===== src/rtl/vector_pkg.sv =====
// Shared vector-unit definitions: register file geometry and the writeback
// entry format that travels from each lane buffer to the VRF write arbiter.
package vector_pkg;

  localparam int VECTOR_REG_WIDTH  = 32;
  localparam int NUM_OF_VECTOR_REG = 32;
  localparam int VREG_TAG_W        = $clog2(NUM_OF_VECTOR_REG);
  localparam int WB_ELEMS_PER_REG  = 8;
  localparam int WB_ELEM_W         = $clog2(WB_ELEMS_PER_REG);

  // One pending VRF write: destination register, element slot, payload.
  typedef struct packed {
    logic [VREG_TAG_W-1:0]       vreg;
    logic [WB_ELEM_W-1:0]        elem;
    logic [VECTOR_REG_WIDTH-1:0] data;
  } wb_entry_t;

endpackage


===== src/rtl/lane_wb_fifo.sv =====
// Generic DEPTH-entry synchronous FIFO of writeback entries. Head entry is
// read straight out of the storage registers, so nothing on the input side
// reaches the head output combinationally.
module lane_wb_fifo
  import vector_pkg::*;
#(
  parameter int  DEPTH   = 4,
  parameter type entry_t = wb_entry_t
) (
  input  logic                     clk,
  input  logic                     reset,
  input  logic                     push,
  input  logic                     pop,
  input  entry_t                   push_data,
  output entry_t                   head,
  output logic [$clog2(DEPTH):0]   count,
  output logic                     full,
  output logic                     empty
);

  localparam int PTR_W = $clog2(DEPTH);
  localparam int CNT_W = PTR_W + 1;

  entry_t             r_mem [DEPTH];
  logic [PTR_W-1:0]   r_wr_ptr;
  logic [PTR_W-1:0]   r_rd_ptr;
  logic [CNT_W-1:0]   r_count;
  logic               w_push;
  logic               w_pop;

  // A push into a full FIFO is only legal when the head leaves in the same cycle.
  assign w_pop  = pop && (r_count != CNT_W'(0));
  assign w_push = push && ((r_count != CNT_W'(DEPTH)) || w_pop);

  // Storage, pointers and the entry counter; pointers wrap naturally.
  always_ff @(posedge clk) begin
    if (reset) begin
      for (int i = 0; i < DEPTH; i++) begin
        r_mem[i] <= '0;
      end
      r_wr_ptr <= '0;
      r_rd_ptr <= '0;
      r_count  <= '0;
    end else begin
      if (w_push) begin
        r_mem[r_wr_ptr] <= push_data;
        r_wr_ptr        <= r_wr_ptr + PTR_W'(1);
      end
      if (w_pop) begin
        r_rd_ptr <= r_rd_ptr + PTR_W'(1);
      end
      case ({w_push, w_pop})
        2'b10:   r_count <= r_count + CNT_W'(1);
        2'b01:   r_count <= r_count - CNT_W'(1);
        default: r_count <= r_count;
      endcase
    end
  end

  assign head  = r_mem[r_rd_ptr];
  assign count = r_count;
  assign full  = (r_count == CNT_W'(DEPTH));
  assign empty = (r_count == CNT_W'(0));

endmodule


===== src/rtl/lane_wb_buffer.sv =====
// Per-lane writeback buffer: queues lane results, tags each with an element
// index within its destination register, and drains them to the VRF write
// arbiter over req/gnt. Backpressure leaves one slot of margin for the
// result the lane already has in flight when it sees wb_full_lane.
module lane_wb_buffer
  import vector_pkg::*;
#(
  parameter int DATA_WIDTH    = VECTOR_REG_WIDTH,
  parameter int NUM_VREG      = NUM_OF_VECTOR_REG,
  parameter int ELEMS_PER_REG = 8,
  parameter int DEPTH         = 4
) (
  input  logic                          clk,
  input  logic                          reset,
  input  logic                          result_vld,
  input  logic [$clog2(NUM_VREG)-1:0]   vec_reg_out,
  input  logic [DATA_WIDTH-1:0]         data_out,
  output logic                          wb_full_lane,
  output logic                          vrf_wr_req,
  output logic [$clog2(NUM_VREG)-1:0]   vrf_wr_reg,
  output logic [$clog2(ELEMS_PER_REG)-1:0] vrf_wr_elem,
  output logic [DATA_WIDTH-1:0]         vrf_wr_data,
  input  logic                          vrf_wr_gnt,
  output logic                          empty,
  output logic [$clog2(DEPTH):0]        occupancy,
  output logic                          overflow_err
);

  localparam int REG_W  = $clog2(NUM_VREG);
  localparam int ELEM_W = $clog2(ELEMS_PER_REG);
  localparam int CNT_W  = $clog2(DEPTH) + 1;

  typedef struct packed {
    logic [REG_W-1:0]      vreg;
    logic [ELEM_W-1:0]     elem;
    logic [DATA_WIDTH-1:0] data;
  } lane_entry_t;

  lane_entry_t        w_in_entry;
  lane_entry_t        w_head;
  logic [CNT_W-1:0]   w_count;
  logic               w_full;
  logic               w_empty;
  logic               w_pop;
  logic               w_push;
  logic               w_drop;
  logic [ELEM_W-1:0]  w_elem;

  logic               r_last_vld;
  logic [REG_W-1:0]   r_last_reg;
  logic [ELEM_W-1:0]  r_last_elem;
  logic               r_overflow;

  // Handshake decode: a pop frees a slot for a same-cycle push even when full.
  assign w_pop  = vrf_wr_req && vrf_wr_gnt;
  assign w_push = result_vld && (!w_full || w_pop);
  assign w_drop = result_vld && w_full && !w_pop;

  // Element index: continue the run for a repeated register, else restart at 0.
  always_comb begin
    w_elem = '0;
    if (r_last_vld && (vec_reg_out == r_last_reg)) begin
      w_elem = r_last_elem + ELEM_W'(1);
    end else begin
      w_elem = '0;
    end
  end

  assign w_in_entry = '{vreg: vec_reg_out, elem: w_elem, data: data_out};

  lane_wb_fifo #(
    .DEPTH   (DEPTH),
    .entry_t (lane_entry_t)
  ) u_fifo (
    .clk       (clk),
    .reset     (reset),
    .push      (w_push),
    .pop       (w_pop),
    .push_data (w_in_entry),
    .head      (w_head),
    .count     (w_count),
    .full      (w_full),
    .empty     (w_empty)
  );

  // Element tracker: follows accepted pushes only, dropped results leave it alone.
  always_ff @(posedge clk) begin
    if (reset) begin
      r_last_vld  <= 1'b0;
      r_last_reg  <= '0;
      r_last_elem <= '0;
    end else if (w_push) begin
      r_last_vld  <= 1'b1;
      r_last_reg  <= vec_reg_out;
      r_last_elem <= w_elem;
    end else begin
      r_last_vld  <= r_last_vld;
      r_last_reg  <= r_last_reg;
      r_last_elem <= r_last_elem;
    end
  end

  // Sticky overflow flag; only reset clears it.
  always_ff @(posedge clk) begin
    if (reset) begin
      r_overflow <= 1'b0;
    end else if (w_drop) begin
      r_overflow <= 1'b1;
    end else begin
      r_overflow <= r_overflow;
    end
  end

  assign vrf_wr_req   = !w_empty;
  assign vrf_wr_reg   = w_head.vreg;
  assign vrf_wr_elem  = w_head.elem;
  assign vrf_wr_data  = w_head.data;
  assign empty        = w_empty;
  assign occupancy    = w_count;
  assign wb_full_lane = (w_count >= CNT_W'(DEPTH - 1));
  assign overflow_err = r_overflow;

endmodule


===== config.mk =====
export PLATFORM = sky130hd
export DESIGN_NAME = lane_wb_buffer
export DESIGN_NICKNAME = d
export VERILOG_FILES = /design/src/rtl/vector_pkg.sv /design/src/rtl/lane_wb_fifo.sv /design/src/rtl/lane_wb_buffer.sv
export SDC_FILE = /design/constraint.sdc
export NUM_CORES = 1
export LEC_CHECK = 0
export BUFFER_PORTS_ARGS = -buffer_cell sky130_fd_sc_hd__buf_4
export CAP_MARGIN = 20
export CORE_MARGIN = 2
export CORE_UTILIZATION = 45
export DETAILED_ROUTE_END_ITERATION = 10
export PLACE_DENSITY = 0.67
export SYNTH_ARGS = -nofsm -noshare
export SYNTH_HDL_FRONTEND = slang
export SYNTH_HIERARCHICAL = 1
export SYNTH_SLANG_ARGS = --single-unit

===== constraint.sdc =====
create_clock -name clk -period 5.8 [get_ports clk]
set_input_delay 0.29 -clock clk [delete_from_list [all_inputs] [get_ports clk]]
set_output_delay 0.29 -clock clk [all_outputs]
set_load 0.01 [all_outputs]

==> flow_results.xml <==
<?xml version="1.0" encoding="UTF-8"?>
<metrics>
  <group name="yosys">
    <metric name="yosys.area.top_type" unit="">sky130_fd_sc_hd__edfxtp_1</metric>
    <metric name="post_synth_instance_area" unit="sq um">7950</metric>
    <metric name="number_of_storage_elements_in_the_synthesis_netlist" unit="">179</metric>
    <metric name="post_synth.cell_area_avg" unit="sq um">16.0</metric>
    <metric name="synth_async_reset_ratio" unit="%">0</metric>
    <metric name="synthDistinctLibCells" unit="">45</metric>
    <metric name="postSynthNetCount" unit="">541</metric>
    <metric name="synth.top_cells.by_area" unit="">sky130_fd_sc_hd__edfxtp_1 60%, sky130_fd_sc_hd__mux4_2 11%, sky130_fd_sc_hd__and2_1 10%</metric>
    <metric name="synth-main-ff-cell" unit="">sky130_fd_sc_hd__edfxtp_1</metric>
    <metric name="synth.top_cell.area_share" unit="%">60.5</metric>
    <metric name="synth_cells" unit="">498</metric>
    <metric name="yosysSeqAreaShare" unit="%">65.2</metric>
    <metric name="yosys_warnings" unit="">6</metric>
    <metric name="synth_enable_flop_cells" unit="">160</metric>
  </group>
  <group name="clock_network">
    <metric name="cts_post_setup_buffers_inserted" unit="">0</metric>
    <metric name="cts.path.max_buffers" unit="">2</metric>
    <metric name="cts.clk_slew.worst_paths" unit="ns">0.06</metric>
    <metric name="numCtsBuffers" unit="">17</metric>
    <metric name="insertion_delay" unit="ns">0.42</metric>
    <metric name="cts_num_sinks" unit="">179</metric>
    <metric name="cts_hold_buf" unit="">0</metric>
    <metric name="cts_resized" unit="">0</metric>
    <metric name="cts-root-buf" unit="">sky130_fd_sc_hd__clkbuf_16</metric>
    <metric name="tritoncts" unit="">built</metric>
    <metric name="h_tree_depth" unit="">4</metric>
  </group>
  <group name="routing">
    <metric name="vias_per_cell" unit="">5.27</metric>
    <metric name="routedWlPerCell" unit="microns">19.4</metric>
    <metric name="met1_length" unit="mm">6.77</metric>
    <metric name="antenna_left" unit="">0</metric>
    <metric name="drt_pass1_iterations" unit="">4</metric>
    <metric name="route.met3.wl" unit="microns">748</metric>
    <metric name="detail_route.drc_violations" unit="">0</metric>
    <metric name="route.vias.total" unit="">4319</metric>
    <metric name="drt_wl_total" unit="mm">15.9</metric>
    <metric name="met2_length" unit="mm">7.95</metric>
    <metric name="top_signal_layer_used" unit="">met4</metric>
    <metric name="drt_iter0_markers" unit="">284</metric>
  </group>
  <group name="layout">
    <metric name="fillers" unit="">1402</metric>
    <metric name="largest_reg_flops" unit="">160</metric>
    <metric name="final_area" unit="sq um">9440</metric>
    <metric name="final_nets" unit="">625</metric>
    <metric name="syn2layout_area_growth" unit="%">18.8</metric>
    <metric name="insertedDiodeCount" unit="">0</metric>
    <metric name="drive_gt1_share" unit="%">34.6</metric>
  </group>
  <group name="global_route">
    <metric name="grt_util_all_layers" unit="%">18.1</metric>
    <metric name="grt_max_degree" unit="">42</metric>
    <metric name="initial_antenna_violation_count" unit="">0</metric>
    <metric name="grt_pass1_vias" unit="">4605</metric>
    <metric name="grt_pass1_wl" unit="mm">24.6</metric>
    <metric name="grt.overflow.total" unit="">0</metric>
  </group>
  <group name="critical_path">
    <metric name="worst_reg2reg_startpoint" unit="">u_fifo/count[0]$_SDFFE_PP0P_</metric>
    <metric name="critical_path.max_fanout" unit="">41</metric>
    <metric name="startpoint" unit="">u_fifo/count[0]$_SDFFE_PP0P_</metric>
    <metric name="setup.worst_path.class" unit="">flop to flop</metric>
    <metric name="critPathCaptureType" unit="">flop</metric>
    <metric name="data_required_time_of_the_worst_path" unit="ns">5.86</metric>
    <metric name="arrival" unit="ns">3.60</metric>
    <metric name="timing.critical_path.from_type" unit="">flop</metric>
  </group>
  <group name="pwr">
    <metric name="power-per-cell-area" unit="nW/um^2">325</metric>
    <metric name="cellLeakagePower" unit="nW">3.62</metric>
    <metric name="ir_drop" unit="V">0.000230</metric>
  </group>
  <group name="timing">
    <metric name="totalNegativeSetupSlack" unit="ns">0</metric>
    <metric name="finalCritPeriodShare" unit="%">60.9</metric>
    <metric name="finalSetupViolations" unit="">0</metric>
    <metric name="max_slew_margin" unit="%">43.0</metric>
    <metric name="skew" unit="ns">0.00317</metric>
    <metric name="final-hold-violation-count" unit="">0</metric>
    <metric name="worst_hold_check_slack" unit="ns">0.126</metric>
    <metric name="fmaxAchievable" unit="MHz">283</metric>
    <metric name="rsz0062_at_grt" unit="">false</metric>
    <metric name="fin_crit" unit="ns">3.53</metric>
    <metric name="slew_viol_final" unit="">0</metric>
    <metric name="worstMarginPinSlew" unit="ns">0.855</metric>
  </group>
  <group name="floorplan">
    <metric name="die_y" unit="microns">137</metric>
    <metric name="row_count" unit="">48</metric>
    <metric name="floorplan.initialDensity" unit="%">45.9</metric>
    <metric name="die_w" unit="microns">137</metric>
    <metric name="num_io_pins" unit="">88</metric>
    <metric name="fp.coreArea" unit="sq um">17300</metric>
    <metric name="dieArea" unit="sq um">18700</metric>
  </group>
  <group name="place">
    <metric name="dpl.hpwl" unit="mm">9.13</metric>
    <metric name="gp_routability_congestion" unit="">0.827</metric>
    <metric name="post_dp_cell_area" unit="sq um">8800</metric>
    <metric name="buffer_ports.inserted" unit="">87</metric>
  </group>
  <group name="min_path">
    <metric name="holdCritPathClass" unit="">input pin to flop</metric>
    <metric name="hold_start" unit="">result_vld</metric>
  </group>
  <group name="job">
    <metric name="drv_cap" unit="">0</metric>
  </group>
  <group name="status">
    <metric name="outcome" unit="">completed</metric>
  </group>
</metrics>
## cells in the mapped netlist (6+ instances only)
| cell | instances |
|---|---|
| sky130_fd_sc_hd__and2_1 | 132 |
| sky130_fd_sc_hd__dfxtp_1 | 19 |
| sky130_fd_sc_hd__mux4_2 | 40 |
| sky130_fd_sc_hd__inv_1 | 9 |
| sky130_fd_sc_hd__clkbuf_1 | 19 |
| sky130_fd_sc_hd__xor2_1 | 10 |
| sky130_fd_sc_hd__and2_4 | 28 |
| sky130_fd_sc_hd__edfxtp_1 | 160 |
| sky130_fd_sc_hd__buf_6 | 6 |
| sky130_fd_sc_hd__nor2_1 | 17 |
## layer usage
| layer | GRT usage [%] | vias to the layer above |
|---|---|---|
| met5 | 0 | - |
| met4 | 8.48 | 0 |
| met3 | 3.41 | 29 |
| met2 | 30.1 | 132 |
| met1 | 23.0 | 2170 |
| li1 | - | 1988 |
## path summary, 6_finish.rpt
kind                                                     endpoint  slack (ns)  cells past startpoint
worst min register to register          overflow_err$_SDFFE_PP0P_        0.49                      2
worst max register to register  u_fifo/r_mem[0][14]$_SDFFCE_PN0P_        2.27                      8
worst min-delay path                    overflow_err$_SDFFE_PP0P_        0.13                      3
worst max-delay path            u_fifo/r_mem[0][14]$_SDFFCE_PN0P_        2.27                      8
## stage by stage
stage | util [%] | power (mW) | setup WS, ns | instances
floorplan | - | 1.77 | 1.95 | 498
global placement | 50.9 | 1.92 | 2.43 | 786
detailed placement | 50.9 | 1.94 | 2.24 | 786
CTS | 54.4 | 3.10 | 2.23 | 818
global route | 54.6 | 3.19 | 1.97 | 820
finish | 54.6 | 3.07 | 2.27 | 820
## logic make-up (layout without fill, tap and decap cells)
family	after synthesis	count (layout)	share of synthesized area, %
compound gates	18	18	1.76
xor+xnor	12	12	1.32
fa+ha+maj	2	2	0.409
buf+inv	39	136	2.49
flops	179	179	65.2
mux	46	46	12.1
simple gates	202	202	16.7
## critical path, cell delays in order (launching register included)
cell and delay, ns:
sky130_fd_sc_hd__dfxtp_1 0.49, sky130_fd_sc_hd__inv_1 0.14, sky130_fd_sc_hd__and3_1 0.24, sky130_fd_sc_hd__a21boi_4 0.55, sky130_fd_sc_hd__nand2_1 0.35, sky130_fd_sc_hd__nor4_2 0.22
sky130_fd_sc_hd__buf_4 0.41, sky130_fd_sc_hd__or2_2 0.26, sky130_fd_sc_hd__buf_4 0.48
## power breakdown
| part | switching, mW | total (mW) | internal, mW | leakage, nW |
|---|---|---|---|---|
| clock | 0.451 | 1.16 | 0.714 | 0.290 |
| sequential | 0.0438 | 1.56 | 1.52 | 1.82 |
| combinational | 0.175 | 0.345 | 0.170 | 1.50 |
## layout by cell type, fill, tap and decap left out, types with 3 or more instances in the layout
cell,instances
sky130_fd_sc_hd__xor2_1,10
sky130_fd_sc_hd__mux4_2,40
sky130_fd_sc_hd__edfxtp_1,160
sky130_fd_sc_hd__nand3_1,4
sky130_fd_sc_hd__and2_1,132
sky130_fd_sc_hd__buf_4,93
sky130_fd_sc_hd__nor2_1,17
sky130_fd_sc_hd__clkinv_1,3
sky130_fd_sc_hd__dfxtp_1,17
sky130_fd_sc_hd__mux2i_1,5
sky130_fd_sc_hd__clkbuf_1,3
sky130_fd_sc_hd__and2_4,28
sky130_fd_sc_hd__nand2_1,5
sky130_fd_sc_hd__clkinv_2,3
sky130_fd_sc_hd__bufinv_16,4
sky130_fd_sc_hd__clkbuf_16,17
sky130_fd_sc_hd__inv_1,9
## layout make-up
cell class              instances  area (sq um)  share of cell area (%)
clock buffers                  20           437                    4.62
clock inverters                12           163                    1.72
inverters                       9          33.8                   0.358
multi-input cells             280          2600                    27.5
flip-flops and latches        179          5190                    55.0
well taps                     225           282                    2.98
repair buffers                 95           738                    7.82
(Power assumes the default switching activity.)
